--- config.mk ---
export PLATFORM = sky130hd
export DESIGN_NAME = signed_accum
export DESIGN_NICKNAME = d
export VERILOG_FILES = /design/src/rtl/signed_accum.sv
export SDC_FILE = /design/constraint.sdc
export NUM_CORES = 1
export LEC_CHECK = 0
export CORE_MARGIN = 1
export CORE_UTILIZATION = 38
export CTS_BUF_LIST = sky130_fd_sc_hd__clkbuf_8
export DETAILED_ROUTE_END_ITERATION = 10
export PLACE_DENSITY_LB_ADDON = 0.25
export SLEW_MARGIN = 10
export SYNTH_ARGS = -nofsm -noshare
export SYNTH_HDL_FRONTEND = slang
export SYNTH_SLANG_ARGS = --single-unit
--- constraint.sdc ---
create_clock -name i_clk -period 2.5 [get_ports i_clk]
set_input_delay 0.375 -clock i_clk [delete_from_list [all_inputs] [get_ports i_clk]]
set_output_delay 0.375 -clock i_clk [all_outputs]
set_load 0.01 [all_outputs]
--- src/rtl/signed_accum.sv ---
// Frame accumulator: sign-extends N-bit samples to M bits, sums K per frame,
// and hands the wrapped sum plus a sticky signed-overflow flag downstream.
module signed_accum #(
    parameter int N = 4,
    parameter int M = 8,
    parameter int K = 4
) (
    input  logic         i_clk,
    input  logic         i_rst,
    input  logic         i_valid,
    output logic         o_ready,
    input  logic [N-1:0] i_val,
    output logic         o_valid,
    input  logic         i_ready,
    output logic [M-1:0] o_sum,
    output logic         o_ovf
);

    localparam int CW = $clog2(K + 1);

    typedef enum logic {
        ACCUM  = 1'b0,
        OUTPUT = 1'b1
    } state_t;

    state_t                state, state_nxt;
    logic signed [M-1:0]   acc_p0, acc_nxt;
    logic signed [M-1:0]   ext, sum;
    logic        [CW-1:0]  cnt, cnt_nxt, cnt_inc;
    logic                  ovf_p0, ovf_nxt;
    logic                  take, give;

    function automatic logic add_ovf(input logic signed [M-1:0] a,
                                     input logic signed [M-1:0] b,
                                     input logic signed [M-1:0] s);
        return (a[M-1] == b[M-1]) && (s[M-1] != a[M-1]);
    endfunction

    generate
        if (M > N) begin : g_ext
            assign ext = {{(M-N){i_val[N-1]}}, i_val};
        end else begin : g_noext
            assign ext = i_val;
        end
    endgenerate

    // Handshakes decode from state only, so no input reaches an output combinationally.
    assign o_ready = (state == ACCUM);
    assign o_valid = (state == OUTPUT);
    assign take    = i_valid & o_ready;
    assign give    = o_valid & i_ready;
    assign sum     = acc_p0 + ext;
    assign cnt_inc = cnt + CW'(1);
    assign o_sum   = acc_p0;
    assign o_ovf   = ovf_p0;

    always_comb begin
        state_nxt = state;
        acc_nxt   = acc_p0;
        cnt_nxt   = cnt;
        ovf_nxt   = ovf_p0;
        case (state)
            ACCUM: begin
                if (take) begin
                    acc_nxt = sum;
                    cnt_nxt = cnt_inc;
                    ovf_nxt = ovf_p0 | add_ovf(acc_p0, ext, sum);
                    if (cnt_inc == CW'(K))
                        state_nxt = OUTPUT;
                end
            end
            OUTPUT: begin
                if (give) begin
                    acc_nxt   = '0;
                    cnt_nxt   = '0;
                    ovf_nxt   = 1'b0;
                    state_nxt = ACCUM;
                end
            end
        endcase
    end

    // Stage p0: accumulator, sample count and sticky overflow.
    always_ff @(posedge i_clk or posedge i_rst) begin
        if (i_rst) begin
            state  <= ACCUM;
            acc_p0 <= '0;
            cnt    <= '0;
            ovf_p0 <= 1'b0;
        end else begin
            state  <= state_nxt;
            acc_p0 <= acc_nxt;
            cnt    <= cnt_nxt;
            ovf_p0 <= ovf_nxt;
        end
    end

endmodule
==> results_dict.tcl <==
set metrics [dict create \
    syn_nets 110 \
    synth_area_leaders "dfrtp_1 36%, ha_1 13%, o21ai_0 7.3%, nand2_1 3.8%, mux2i_1 3.4%" \
    maxCapViolCount 0 \
    r2r_end "o_sum[7]" \
    routed_via_density 5.268 \
    fin_crit_ns 2.333 \
    wl_um 1944 \
    whs_ns 0.4638 \
    layout.nets 140 \
    clock.fmax_ghz 0.4285 \
    routed-via-count 785 \
    cp.arrival_ns 2.46 \
    p_total_mw 1.460 \
    rr_worst_depth 6 \
    wl_per_cell_um 13.05 \
    place.gp.congestion 0.7699 \
    synth_cell_types 27 \
    dp_slack_ns -0.06472 \
    crit_path_end_kind "flop" \
    cts-root-buf "clkbuf_8" \
    ios 19 \
    ys_seq_area_share_pct 36.31 \
    ys_ff_latch 13 \
    reg2reg_from "o_sum[4]" \
    crit_type "input pin to flop" \
    syn_area_um2 895.9 \
    die_w_um 50.56 \
    slowest_stage "clkdlybuf4s50_1" \
    cp-start-kind "input pin" \
    dpl.hpwl_um 1497 \
    max_stage_delay_ns 0.46 \
    drtAntennaViolNets 0 \
    drive_gt1_share_pct 11.57 \
    fin_skew_ns 0.0005844 \
    n_antenna_cell 0 \
    cts_setup_buffers 0 \
    grt_pass1_wl_um 3456 \
    grt_setup_unrepaired "false" \
    grt_max_degree 14 \
    grt_pass1_vias 786 \
    yosysTopAreaCell "dfrtp_1" \
    hold_class "input pin to asynchronous set/reset pin" \
    cts_sinks 13 \
    grt_overflow_total 0 \
    maxSlewHeadroom_pct 65.94 \
    synth-main-ff-cell "dfrtp_1" \
    first_iter_violations 21 \
    grt_usage_pct 17.90 \
    die_h_um 50.56 \
    portBuffers 18 \
    area_growth_syn_to_layout_pct 34.92 \
    ys_warn_count 0 \
    antenna_found_initial 0 \
    path_cells "clkdlybuf4s50_1, ha_1, and2_4, a221o_1, or3_1, a41o_1, a21o_1" \
    ctsResizeCount 0 \
    clk_path_buf_depth 2 \
    report.final.slew_viol_count 0 \
    finalSetupViolations 0 \
    drt-pass1-iter-count 4 \
    clock_latency_ns 0.23 \
    fin_ws_ns 0.1665 \
    cts_max_level 1 \
    fin_cells 149 \
    ir_worst_vdd_mv 0.5229 \
    p_per_area_mw_per_mm2 1208 \
    synth_common_cells "13 x dfrtp_1, 13 x o21ai_0, 9 x ha_1, 9 x nand2_1, 5 x a21oi_1" \
    p_leak_nw 0.5581 \
    cts_tree "done" \
    postLayoutCoreUtil_pct 54.64 \
    rrSetupSlack_ns 0.39 \
    worstPathMaxFanout 3 \
    finalHoldViolCount 0 \
    required_ns 2.63 \
    status "complete, no violations" \
    path_clk_slew_ns 0.05 \
    dieArea_mm2 0.002556 \
    avgSynthCellArea_um2 9.738 \
    placementRows 17 \
    ctsHoldBuffers 0 \
    core_mm2 0.002212 \
    synth-edff-count 0 \
    netlist.area_leader.share_pct 36.31 \
    synthCells 92 \
    worst_pin_slew_ns 0.5110 \
    post-route-period-util_pct 93.34 \
    dp_cells 145 \
    start_util_pct 40.50 \
    cts_buffers 3 \
    async_flop_share_pct 100.0 \
    drc_errors 0 \
]
through the flow:
step	area (µm²)	TNS (ns)
after CTS	1209	0
after detailed placement	1164	-0.06472
after floorplan	895.9	0
final	1209	0
after global routing	1209	0
after global placement	1164	-0.02348
where the power goes:
| group | internal, mW | switching [mW] | leakage (nW) |
|---|---|---|---|
| sequential | 0.314 | 0.104 | 0.159 |
| clock | 0.108 | 0.0675 | 0.0269 |
| combinational | 0.484 | 0.383 | 0.372 |
| total | 0.906 | 0.554 | 0.558 |
state kept, by name (all words and copies together), names as in the netlist:
name / cells
o_sum: 8
cnt: 3
o_valid: 1
o_ovf: 1
per-layer routing:
metal	wire length, µm	global-route usage (%)	vias to the layer above
li1	-	-	397
met1	958	23.76	377
met2	929	29.11	11
met3	55	4.545	0
met4	0	4.167	0
met5	0	0	-
worst max path at each step:
stage               startpoint        to  slack (ns)  depth (start not counted)
floorplan             o_sum[4]  o_sum[7]        0.38                          6
global placement      i_val[3]  o_sum[7]       -0.02                          7
detailed placement    i_val[3]  o_sum[7]       -0.06                          7
CTS                   i_val[3]  o_sum[7]        0.17                          7
global route          i_val[3]  o_sum[7]        0.11                          7
finish                i_val[3]  o_sum[7]        0.17                          7
critical path: cells and delay by family:
kind | cells | cell delay, ns
AO/OA/AOI/OAI | 3 | 0.72
adder cells (fa/ha/maj) | 1 | 0.35
buffers and inverters | 1 | 0.46
AND/OR/NAND/NOR | 2 | 0.55
placed cells by master (no fill, tap or decap), types with 4 or more instances in the layout:
| cell type | count |
|---|---|
| a21oi_1 | 5 |
| o21ai_0 | 13 |
| ha_1 | 9 |
| buf_4 | 9 |
| clkdlybuf4s50_1 | 18 |
| a21o_1 | 4 |
| dfrtp_1 | 13 |
| nand2_1 | 9 |
| inv_1 | 4 |
final cells by class:
cell class,instances,area [µm²]
Clock buffer,3,41.29
Clock inverter,1,3.754
Fill cell,221,1003
Inverter,3,11.26
Multi-Input combinational cell,74,544.3
Sequential cell,13,325.3
Tap cell,28,35.03
Timing Repair Buffer,27,247.7
cell families after synthesis:
logic type               synth area share, %
AO/OA/AOI/OAI                          23.74
XOR/XNOR                               4.889
adder cells (fa/ha/maj)                14.80
buffers and inverters                  2.932
flip-flops                             36.31
multiplexers                           3.352
AND/OR/NAND/NOR                        13.97
No activity file was read; power rests on OpenSTA's default activity.
